$ cat config.mk
export PLATFORM = sky130hd
export DESIGN_NAME = iir_lpf_scheduler
export DESIGN_NICKNAME = d
export VERILOG_FILES = /design/src/rtl/arkanoid_audio_pkg.sv /design/src/rtl/iir_mac_datapath.sv /design/src/rtl/iir_lpf_scheduler.sv
export SDC_FILE = /design/constraint.sdc
export NUM_CORES = 2
export LEC_CHECK = 0
export ABC_AREA = 1
export CAP_MARGIN = 20
export CORE_ASPECT_RATIO = 1.1
export CORE_UTILIZATION = 40
export DETAILED_ROUTE_END_ITERATION = 10
export PLACE_DENSITY_LB_ADDON = 0.1
export SLEW_MARGIN = 15
export SYNTH_ARGS = -nofsm -noshare
export SYNTH_HDL_FRONTEND = slang
export SYNTH_SLANG_ARGS = --single-unit
export TNS_END_PERCENT = 20
$ cat constraint.sdc
create_clock -name clk -period 23.6 [get_ports clk]
set_clock_uncertainty 0.1 [all_clocks]
set_input_delay 2.36 -clock clk [delete_from_list [all_inputs] [get_ports clk]]
set_output_delay 2.36 -clock clk [all_outputs]
set_load 0.02 [all_outputs]
$ cat src/rtl/arkanoid_audio_pkg.sv
// Shared audio-path definitions: Q15 arithmetic widths, coefficient
// addresses, default low-pass coefficients and the IIR scheduler FSM states.
package arkanoid_audio_pkg;

  localparam int unsigned DATA_W    = 16;
  localparam int unsigned COEF_W    = 18;
  localparam int unsigned PROD_W    = DATA_W + COEF_W;
  localparam int unsigned ACC_W     = 36;
  localparam int unsigned Q15_SHIFT = 15;

  localparam logic [1:0] CFG_A2 = 2'd0;
  localparam logic [1:0] CFG_B1 = 2'd1;
  localparam logic [1:0] CFG_B2 = 2'd2;

  localparam int A2_DEFAULT = -18211;
  localparam int B1_DEFAULT = 7278;
  localparam int B2_DEFAULT = 7278;

  localparam logic signed [ACC_W-1:0] SAT_MAX = 36'sd32767;
  localparam logic signed [ACC_W-1:0] SAT_MIN = -36'sd32768;

  typedef enum logic [2:0] {
    ST_IDLE,
    ST_B1,
    ST_B2,
    ST_A2,
    ST_WB,
    ST_DONE
  } iir_state_e;

  typedef enum logic [1:0] {
    ACC_HOLD,
    ACC_LOAD,
    ACC_ADD,
    ACC_SUB
  } acc_op_e;

  // Arithmetic shift (floor toward -inf) followed by clamp to 16-bit range.
  function automatic logic signed [DATA_W-1:0] sat16(input logic signed [ACC_W-1:0] acc);
    logic signed [ACC_W-1:0] sh;
    sh = acc >>> Q15_SHIFT;
    if (sh > SAT_MAX) begin
      return 16'sh7FFF;
    end else if (sh < SAT_MIN) begin
      return 16'sh8000;
    end else begin
      return sh[DATA_W-1:0];
    end
  endfunction

endpackage

$ cat src/rtl/iir_mac_datapath.sv
// Shared multiply-accumulate datapath for the IIR scheduler: operand select,
// one signed 18x16 multiplier, 36-bit accumulator and shift+saturate output.
module iir_mac_datapath
  import arkanoid_audio_pkg::*;
(
  input  logic                     clk,
  input  logic                     rst_n,
  input  acc_op_e                  op_i,
  input  logic signed [COEF_W-1:0] b1_i,
  input  logic signed [COEF_W-1:0] b2_i,
  input  logic signed [COEF_W-1:0] a2_i,
  input  logic signed [DATA_W-1:0] x_i,
  input  logic signed [DATA_W-1:0] x1_i,
  input  logic signed [DATA_W-1:0] y1_i,
  output logic signed [DATA_W-1:0] y_o
);

  logic signed [COEF_W-1:0] coef_sel;
  logic signed [DATA_W-1:0] data_sel;
  logic signed [PROD_W-1:0] prod;
  logic signed [ACC_W-1:0]  acc_q;
  logic signed [ACC_W-1:0]  acc_d;

  // Each accumulate step pairs one coefficient with one history tap.
  always_comb begin
    coef_sel = '0;
    data_sel = '0;
    unique case (op_i)
      ACC_LOAD: begin
        coef_sel = b1_i;
        data_sel = x_i;
      end
      ACC_ADD: begin
        coef_sel = b2_i;
        data_sel = x1_i;
      end
      ACC_SUB: begin
        coef_sel = a2_i;
        data_sel = y1_i;
      end
      default: begin
        coef_sel = '0;
        data_sel = '0;
      end
    endcase
  end

  assign prod = PROD_W'(coef_sel) * PROD_W'(data_sel);

  // Accumulator next-state: load, add or subtract the current product.
  always_comb begin
    acc_d = acc_q;
    unique case (op_i)
      ACC_LOAD: acc_d = ACC_W'(prod);
      ACC_ADD:  acc_d = acc_q + ACC_W'(prod);
      ACC_SUB:  acc_d = acc_q - ACC_W'(prod);
      default:  acc_d = acc_q;
    endcase
  end

  // Accumulator register.
  always_ff @(posedge clk or negedge rst_n) begin
    if (!rst_n) begin
      acc_q <= '0;
    end else begin
      acc_q <= acc_d;
    end
  end

  assign y_o = sat16(acc_q);

endmodule

$ cat src/rtl/iir_lpf_scheduler.sv
// Time-multiplexed first-order IIR low-pass for NCH audio channels.
// Owns the sample-rate divider, the scheduling FSM, per-channel history and
// the pending/active coefficient registers; the arithmetic lives in
// iir_mac_datapath.
module iir_lpf_scheduler
  import arkanoid_audio_pkg::*;
#(
  parameter int unsigned NCH     = 3,
  parameter int unsigned DIV     = 256,
  parameter int          A2_INIT = A2_DEFAULT,
  parameter int          B1_INIT = B1_DEFAULT,
  parameter int          B2_INIT = B2_DEFAULT
) (
  input  logic                  clk,
  input  logic                  reset,
  input  logic                  en,
  input  logic [16*NCH-1:0]     in,
  input  logic                  cfg_we,
  input  logic [1:0]            cfg_addr,
  input  logic [COEF_W-1:0]     cfg_data,
  output logic [16*NCH-1:0]     out,
  output logic                  out_valid,
  output logic                  busy
);

  localparam int unsigned CNT_W = (DIV > 1) ? $clog2(DIV) : 1;
  localparam int unsigned CH_W  = (NCH > 1) ? $clog2(NCH) : 1;
  localparam logic [CNT_W-1:0] CNT_LAST = CNT_W'(DIV - 1);
  localparam logic [CH_W-1:0]  CH_LAST  = CH_W'(NCH - 1);

  localparam logic signed [COEF_W-1:0] A2_RST = COEF_W'(A2_INIT);
  localparam logic signed [COEF_W-1:0] B1_RST = COEF_W'(B1_INIT);
  localparam logic signed [COEF_W-1:0] B2_RST = COEF_W'(B2_INIT);

  // A full NCH-channel sequence plus its strobe must fit in one period.
  if (DIV < 4 * NCH + 2) begin : g_div_check
    $error("iir_lpf_scheduler: DIV must be at least 4*NCH+2");
  end

  logic [CNT_W-1:0] cnt_q, cnt_d;
  logic             strobe;

  iir_state_e       state_q, state_d;
  logic [CH_W-1:0]  ch_q, ch_d;
  acc_op_e          acc_op;

  logic signed [DATA_W-1:0] x_q  [NCH];
  logic signed [DATA_W-1:0] x_d  [NCH];
  logic signed [DATA_W-1:0] x1_q [NCH];
  logic signed [DATA_W-1:0] x1_d [NCH];
  logic signed [DATA_W-1:0] y1_q [NCH];
  logic signed [DATA_W-1:0] y1_d [NCH];

  logic signed [COEF_W-1:0] a2_pend_q, a2_pend_d;
  logic signed [COEF_W-1:0] b1_pend_q, b1_pend_d;
  logic signed [COEF_W-1:0] b2_pend_q, b2_pend_d;
  logic signed [COEF_W-1:0] a2_act_q, a2_act_d;
  logic signed [COEF_W-1:0] b1_act_q, b1_act_d;
  logic signed [COEF_W-1:0] b2_act_q, b2_act_d;

  logic [16*NCH-1:0]        out_q, out_d;

  logic signed [DATA_W-1:0] x_cur;
  logic signed [DATA_W-1:0] x1_cur;
  logic signed [DATA_W-1:0] y1_cur;
  logic signed [DATA_W-1:0] y_new;

  // Sample-rate divider: counts while en is high, holds its value otherwise.
  always_comb begin
    cnt_d = cnt_q;
    if (en) begin
      cnt_d = (cnt_q == CNT_LAST) ? '0 : cnt_q + CNT_W'(1);
    end
  end

  assign strobe = en && (cnt_q == CNT_LAST);

  // Coefficient staging: writes land in the pending set, last write wins.
  always_comb begin
    a2_pend_d = a2_pend_q;
    b1_pend_d = b1_pend_q;
    b2_pend_d = b2_pend_q;
    if (cfg_we) begin
      case (cfg_addr)
        CFG_A2:  a2_pend_d = cfg_data;
        CFG_B1:  b1_pend_d = cfg_data;
        CFG_B2:  b2_pend_d = cfg_data;
        default: ;
      endcase
    end
  end

  assign x_cur  = x_q[ch_q];
  assign x1_cur = x1_q[ch_q];
  assign y1_cur = y1_q[ch_q];

  // Scheduler next-state: capture on strobe, then B1/B2/A2/WB per channel.
  always_comb begin
    state_d  = state_q;
    ch_d     = ch_q;
    acc_op   = ACC_HOLD;
    x_d      = x_q;
    x1_d     = x1_q;
    y1_d     = y1_q;
    out_d    = out_q;
    a2_act_d = a2_act_q;
    b1_act_d = b1_act_q;
    b2_act_d = b2_act_q;
    unique case (state_q)
      ST_IDLE: begin
        if (strobe) begin
          for (int unsigned k = 0; k < NCH; k++) begin
            x_d[k] = in[16*k +: 16];
          end
          a2_act_d = a2_pend_q;
          b1_act_d = b1_pend_q;
          b2_act_d = b2_pend_q;
          ch_d     = '0;
          state_d  = ST_B1;
        end
      end
      ST_B1: begin
        acc_op  = ACC_LOAD;
        state_d = ST_B2;
      end
      ST_B2: begin
        acc_op  = ACC_ADD;
        state_d = ST_A2;
      end
      ST_A2: begin
        acc_op  = ACC_SUB;
        state_d = ST_WB;
      end
      ST_WB: begin
        y1_d[ch_q] = y_new;
        x1_d[ch_q] = x_cur;
        if (ch_q == CH_LAST) begin
          // out is loaded on the edge into DONE so it is already visible
          // in the same cycle that out_valid is asserted.
          for (int unsigned k = 0; k < NCH; k++) begin
            out_d[16*k +: 16] = y1_d[k];
          end
          state_d = ST_DONE;
        end else begin
          ch_d    = ch_q + CH_W'(1);
          state_d = ST_B1;
        end
      end
      ST_DONE: begin
        state_d = ST_IDLE;
      end
      default: begin
        state_d = ST_IDLE;
      end
    endcase
  end

  // All sequential state; reset returns to idle with cleared history.
  always_ff @(posedge clk or negedge reset) begin
    if (!reset) begin
      cnt_q     <= '0;
      state_q   <= ST_IDLE;
      ch_q      <= '0;
      x_q       <= '{default: '0};
      x1_q      <= '{default: '0};
      y1_q      <= '{default: '0};
      out_q     <= '0;
      a2_pend_q <= A2_RST;
      b1_pend_q <= B1_RST;
      b2_pend_q <= B2_RST;
      a2_act_q  <= A2_RST;
      b1_act_q  <= B1_RST;
      b2_act_q  <= B2_RST;
    end else begin
      cnt_q     <= cnt_d;
      state_q   <= state_d;
      ch_q      <= ch_d;
      x_q       <= x_d;
      x1_q      <= x1_d;
      y1_q      <= y1_d;
      out_q     <= out_d;
      a2_pend_q <= a2_pend_d;
      b1_pend_q <= b1_pend_d;
      b2_pend_q <= b2_pend_d;
      a2_act_q  <= a2_act_d;
      b1_act_q  <= b1_act_d;
      b2_act_q  <= b2_act_d;
    end
  end

  iir_mac_datapath u_mac (
    .clk   (clk),
    .rst_n (reset),
    .op_i  (acc_op),
    .b1_i  (b1_act_q),
    .b2_i  (b2_act_q),
    .a2_i  (a2_act_q),
    .x_i   (x_cur),
    .x1_i  (x1_cur),
    .y1_i  (y1_cur),
    .y_o   (y_new)
  );

  assign out       = out_q;
  assign out_valid = (state_q == ST_DONE);
  assign busy      = (state_q != ST_IDLE);

endmodule

-- Yosys cells after proc, flatten, opt, wreduce, memory -nomap -nowiden
Index checks and enable logic that the tools add are counted.
- flip-flop bits (word level): 349
- bits of input ports: 72
- logic and storage cells: 83
- add/sub/neg operators: 4
- $mul: 1
- magnitude comparators: 4
- equal/unequal tests: 14
- muxes and demuxes: 26
- bitwise gates (word level): 1
- reductions and logical operators: 13
- operators with widths (operator ; count):
    16-bit 2-to-1 mux ; 9
    36-bit case mux with 3 select lines ; 1
    16-bit binary-select mux with 2-bit select ; 3
    48-bit bitwise mux ; 2
    18-bit case mux with 3 select lines ; 1
    16-bit case mux with 3 select lines ; 1
    36-bit by 34-bit adder with 36-bit output ; 1
    36-bit by 34-bit subtractor with 36-bit output ; 1
    18-bit by 16-bit multiplier with 34-bit output ; 1
    16-bit demux with 2-bit select ; 1
    21-bit by 16-bit > comparator with 1-bit output (second input constant) ; 1
    21-bit by 16-bit < comparator with 1-bit output (second input constant) ; 1
    3-bit case mux with 5 select lines ; 1
    2-bit AND reduction ; 5
    8-bit by 1-bit adder with 8-bit output (second input constant) ; 1
    2-bit == test (second input constant) ; 4
    8-bit == test (second input constant) ; 1
    8-bit 2-to-1 mux ; 1
    3-bit by 2-bit == test with 1-bit output (second input constant) ; 2
    3-bit == test (second input constant) ; 2
    3-bit 2-to-1 mux ; 2
    2-bit case mux with 3 select lines ; 1
    3-bit nonzero test ; 2
    2-bit by 1-bit == test with 1-bit output (second input constant) ; 2
    other kinds (13) ; 16

-- Longest topological paths before layout
- word-level depth: 8
- gate-level depth with buffers: 58

-- Cells and area by module
From an unflattened synthesis, not the netlist that was laid out.
- cells, all modules: 4212
- area, all modules: 30948.4 µm²
- by module, submodules not included (module ; times used ; cells each ; area an instance (µm²)):
    iir_mac_datapath ; 1 ; 2631 ; 17565.6
    iir_lpf_scheduler ; 1 ; 1581 ; 13382.8

-- Least setup slack after synthesis
OpenSTA, ideal clock, no wires.
- path type: reg-to-reg
- start point: register ch_q[1]
- end point: register u_mac.acc_q[31]
- arrival time: 8825 ps
- setup slack: 14593 ps
- cell stages (with the launch flop): 48
- clock period less this slack: 9007 ps
- cells stage by stage: dfrtp_1 > buf_4 > inv_1 > nand2_1 > inv_1 > buf_2 > buf_2 > buf_1 > nand2_1 > nand3_1 > buf_2 > nand2_1 > fa_1 > inv_1 > fa_1 > fa_1 > fa_1 > fa_1 > [... 12 more ...] > nand2_1 > nor2_1 > nand3_1 > nor3_1 > xor2_1 > nand2_1 > o21ai_0 > ha_1 > nand2_1 > nor2_1 > inv_1 > nor3_1 > nand2_1 > o21ai_0 > a21oi_1 > xor2_1 > or2_2 > a31oi_1
- cells in the longest elaborated chain, start to end: 8
- elaborated cells between the ends (all ways): 15
- classes of those cells: add/sub (2); mul (1); mux (11); bitwise (1)
- ends and longest elaborated chain (what ; RTL line ; text):
    start: declaration ; iir_lpf_scheduler.sv:44 ; logic [CH_W-1:0] ch_q, ch_d;
    start signal: assignment ; iir_lpf_scheduler.sv:177 ; ch_q <= ch_d;
    2-bit NOT with 3-bit output (implied by the code) * ; iir_lpf_scheduler.sv:93, iir_lpf_scheduler.sv:94, iir_lpf_scheduler.sv:95 ;
    16-bit binary-select mux with 2-bit select, on equally long branches ; iir_lpf_scheduler.sv:95, iir_lpf_scheduler.sv:93, iir_lpf_scheduler.sv:94 ;
    16-bit 2-to-1 mux, on equally long branches (2 in a row) ; iir_lpf_scheduler.sv:95, iir_lpf_scheduler.sv:93, iir_lpf_scheduler.sv:94 ;
    16-bit case mux with 3 select lines * ; iir_mac_datapath.sv:28 ; unique case (op_i)
    18-bit by 16-bit multiplier with 34-bit output * ; iir_mac_datapath.sv:48 ; assign prod = PROD_W'(coef_sel) * PROD_W'(data_sel);
    36-bit by 34-bit subtractor with 36-bit output / 36-bit by 34-bit adder with 36-bit output (equally long branches) ; iir_mac_datapath.sv:56, iir_mac_datapath.sv:55 ;
    36-bit case mux with 3 select lines * ; iir_mac_datapath.sv:53 ; unique case (op_i)
    end signal: assignment ; iir_mac_datapath.sv:64 ; acc_q <= '0;
    end signal: assignment ; iir_mac_datapath.sv:66 ; acc_q <= acc_d;
    end: declaration ; iir_mac_datapath.sv:21 ; logic signed [ACC_W-1:0] acc_q;
Every way passes the cells marked *; elsewhere a longest branch is shown, timed or not. The select of a mux whose other input is x is not followed.
A chain may end at the register's enable or synchronous reset.

-- Worst setup path after layout
- start point: register state_q[2]
- end point: register u_mac.acc_q[33]
- cells in the longest elaborated chain, start to end: 7
- elaborated cells between the ends (all ways): 14
- classes of those cells: add/sub (2); mul (1); eq/ne (6); mux (4); reduce/logical (1)
- ends and longest elaborated chain (what ; RTL line ; text):
    start: declaration ; iir_lpf_scheduler.sv:43 ; iir_state_e state_q, state_d;
    start signal: assignment ; iir_lpf_scheduler.sv:176 ; state_q <= state_d;
    3-bit by 2-bit == test with 1-bit output / 3-bit by 1-bit == test with 1-bit output (equally long branches) ; iir_lpf_scheduler.sv:109 ; unique case (state_q)
    2-bit case mux with 3 select lines * ; iir_lpf_scheduler.sv:109 ;
    2-bit == test / 2-bit by 1-bit == test with 1-bit output (equally long branches) ; iir_mac_datapath.sv:28, iir_mac_datapath.sv:53 ;
    18-bit case mux with 3 select lines / 16-bit case mux with 3 select lines (equally long branches) ; iir_mac_datapath.sv:28 ;
    18-bit by 16-bit multiplier with 34-bit output ; iir_mac_datapath.sv:48 ;
    36-bit by 34-bit subtractor with 36-bit output / 36-bit by 34-bit adder with 36-bit output (equally long branches) ; iir_mac_datapath.sv:56, iir_mac_datapath.sv:55 ;
    36-bit case mux with 3 select lines ; iir_mac_datapath.sv:53 ;
Every way passes the cells marked *; elsewhere a longest branch is shown, timed or not.

==> results by group <==
Outcome
  • Status: finished clean

Finish
  • Layout cell share with drive strength beyond 1: 7.790%
  • Area growth syn-to-layout: 11.82%
  • Multi-input logic area: ~18000 sq um
  • Most frequent cells in the layout: 1042 x nand2_1, 844 x inv_1, 305 x o21ai_0
  • Fillers: roughly 7.7k
  • Post-layout nets: 4478
  • Antenna cells: 0
  • Non-filler cells, final: just over 5k
  • Storage cell area: just under 9000 sq um
  • Commonest non-fill, non-tap cell in the layout: nand2_1
  • Layout Utilization: 45.39%

Synth
  • FFs w/ async S/R, synth: 100.0%
  • Sequential share of the synthesized area: 28.91%
  • Syn_nets: 4419
  • Post-synth EDFFs: 0
  • Main synth FF type: dfrtp_1
  • FF+latch count, synth: 349
  • Mapped Avg Cell Area: between 7 and 8 sq um
  • Synth unique cells: 50
  • Cells after Synth: between 3k and 4k
  • Ys Warns: 0
  • Mapped Area: 30450 sq um

Timing
  • Slew headroom: 27.87%
  • RSZ-0062 raised after global routing: false
  • Setup-failing EPs final: 0
  • Tmin final: 12.15 ns
  • Final setup margin: 11.45 ns
  • Period utilization: 51.49%
  • Max Slew Vio Count: 0
  • Worst Tran Pin Value: 1.082 ns
  • FMAX: 0.08230 GHz
  • Sum of negative setup slack: 0 ns
  • Final hold viol count: 0

Critical path
  • WP data arrival: around 13 ns
  • FF-to-FF setup slack: approximately 11 ns
  • Critical path's slowest cell: fa_1
  • CP max FO: 36
  • Kind of critical path: flop to flop
  • CP startpoint kind: flop
  • Kind of end point of the critical path: flop
  • Most common cell on crit path: nand2_1
  • Crit path required time: between 20 and 25 ns
  • CP max stage delay: 0.87 ns

Global routing
  • Global-route wire length before repair: 142900 microns
  • GRT overflow: 0
  • Initial antenna violation count: 1
  • Vias in the first global route: 25.13k
  • Largest net degree at the start of global routing: approximately 180
  • GRT Total Usage: between 20% and 30%

Routing
  • Initial drt markers: around 1.6k
  • Vias: 24.74k
  • Drt wl/cell: 17.70 microns
  • Drt total wl: 89110 microns
  • Via/cell ratio: 4.915
  • Drt first pass iters: 5
  • Antenna viol nets, final: 0
  • # DRC: 0

Die
  • Core Area: 75020 sq um
  • Die height: a little under 300 microns
  • FP Rows: 105
  • Ports: between 100 and 150
  • Die area: approximately 77000 sq um
  • Initial Utilization: 40.59%
  • Die Span X: roughly 270 microns

Clock tree
  • Clk buf depth: 3
  • PostCTS Resize Cnt: 0
  • CTS sink cnt: 349
  • CTS tree: yes
  • Clock transition at the registers of the reported paths: 0.06 ns
  • CTS Buf Count: 41
  • Post-CTS setup repair buffer count: 0
  • H-tree levels: 2
  • Worst-Skew Late Latency: approximately 0.58 ns
  • Root Buffer: clkbuf_16
  • Hold_buf cts: 0

Placed design
  • GPL Wtd Cong: 0.9124
  • Cell total after placement: 4962
  • Post-Place Setup Slack: approximately 11 ns
  • Hpwl dp: 69230 microns
  • I/O Buffers: 121

Flow run
  • Max Cap Violations: 0

Min path
  • Worst hold path type: flop to flop

Power and ir drop
  • PwrDens: 116.8 nW/um^2
  • Leakage: ~19 nW
  • Total power: ~4.0 mW
  • Worst vdd rail ir drop: 0.09501 mV
## flip-flops by register name, summed over array words and instances (netlist names)
register,cells
a2_act_q,18
a2_pend_q,18
out,48
ch_q,2
cnt_q,8
y1_q,48
b2_pend_q,18
b1_act_q,18
b2_act_q,18
x1_q,48
b1_pend_q,18
u_mac.acc_q,36
state_q,3
x_q,48
## path summary, 6_finish.rpt
check,cells after the start,from,end
max,46,state_q[2],u_mac.acc_q[33]
min,2,b1_act_q[11],b1_act_q[11]
max reg2reg,46,state_q[2],u_mac.acc_q[33]
min reg2reg,2,b1_act_q[11],b1_act_q[11]
max in group asynchronous,2,reset,ch_q[1]
min in group asynchronous,1,reset,cnt_q[2]
## synth_stat cells, drive strengths merged (17+ instances only)
cell type	instances	share of area, %
nand2	1050	13
inv	849	10
o21ai	306	5.0
dfrtp	293	24
fa	292	19
nor2	246	3.2
ha	125	5.1
a21oi	124	2.0
clkbuf	114	1.4
nand3	105	1.8
mux2	95	3.5
dfstp	56	4.8
xor2	42	1.3
a31oi	29	0.60
o22ai	27	0.55
or2	27	0.55
nand4	25	0.55
nor3	24	0.44
buf	21	0.33
xnor2	17	0.49
## metrics by stage
| step | hold slack (ns) | area, sq um |
|---|---|---|
| floorplan | 0.3422 | 30450 |
| global placement | 0.3548 | 32710 |
| detailed placement | 0.3596 | 32710 |
| CTS | 0.3703 | 34050 |
| global route | 0.3843 | 34050 |
| finish | 0.3651 | 34050 |
## report_power, final
part	internal [mW]	switching [mW]	total, mW
Combinational	0.858	1.70	2.56
Clock	0.375	0.263	0.638
Sequential	0.710	0.0709	0.781
Total	1.94	2.03	3.98
## routing by layer
layer | vias to the layer above | part of all wire [%] | track usage, %
met2 | 503 | 51 | 42.42
met1 | 12079 | 44 | 30.85
met4 | 2 | 2.1 | 5.231
met5 | - | 0.015 | 0
li1 | 12056 | - | -
met3 | 102 | 3.4 | 2.276
## area by class of cell
cell class | instances | area share (%)
timing repair buffer | 151 | 4.270
clock inverter | 10 | 0.4115
tap | 1016 | 3.733
clock buffer | 62 | 3.539
sequential | 349 | 25.86
multi-input combinational | 2596 | 52.82
inverter | 850 | 9.370
## cells by family (layout without fill, tap and decap cells)
kind of cell | Yosys count | after routing | synth area share, %
AOI/OAI and AO/OA | 523 | 523 | 9.171
xor gates and xnor gates | 59 | 59 | 1.759
DFF | 349 | 349 | 28.91
buffers and inverters | 985 | 1073 | 12.22
adders and majority gates | 417 | 417 | 24.33
and+or+nand+nor | 1502 | 1502 | 20.10
muxes | 95 | 95 | 3.513
## worst max-delay path, delay by kind of cell (launching register included)
kind	cells	cell delay (ns)
and+or+nand+nor	22	4.00
DFF	1	0.43
AOI/OAI and AO/OA	7	1.46
buffers and inverters	7	1.39
adders and majority gates	8	4.35
xor gates and xnor gates	2	0.29
No activity file was read; power rests on OpenSTA's default activity.
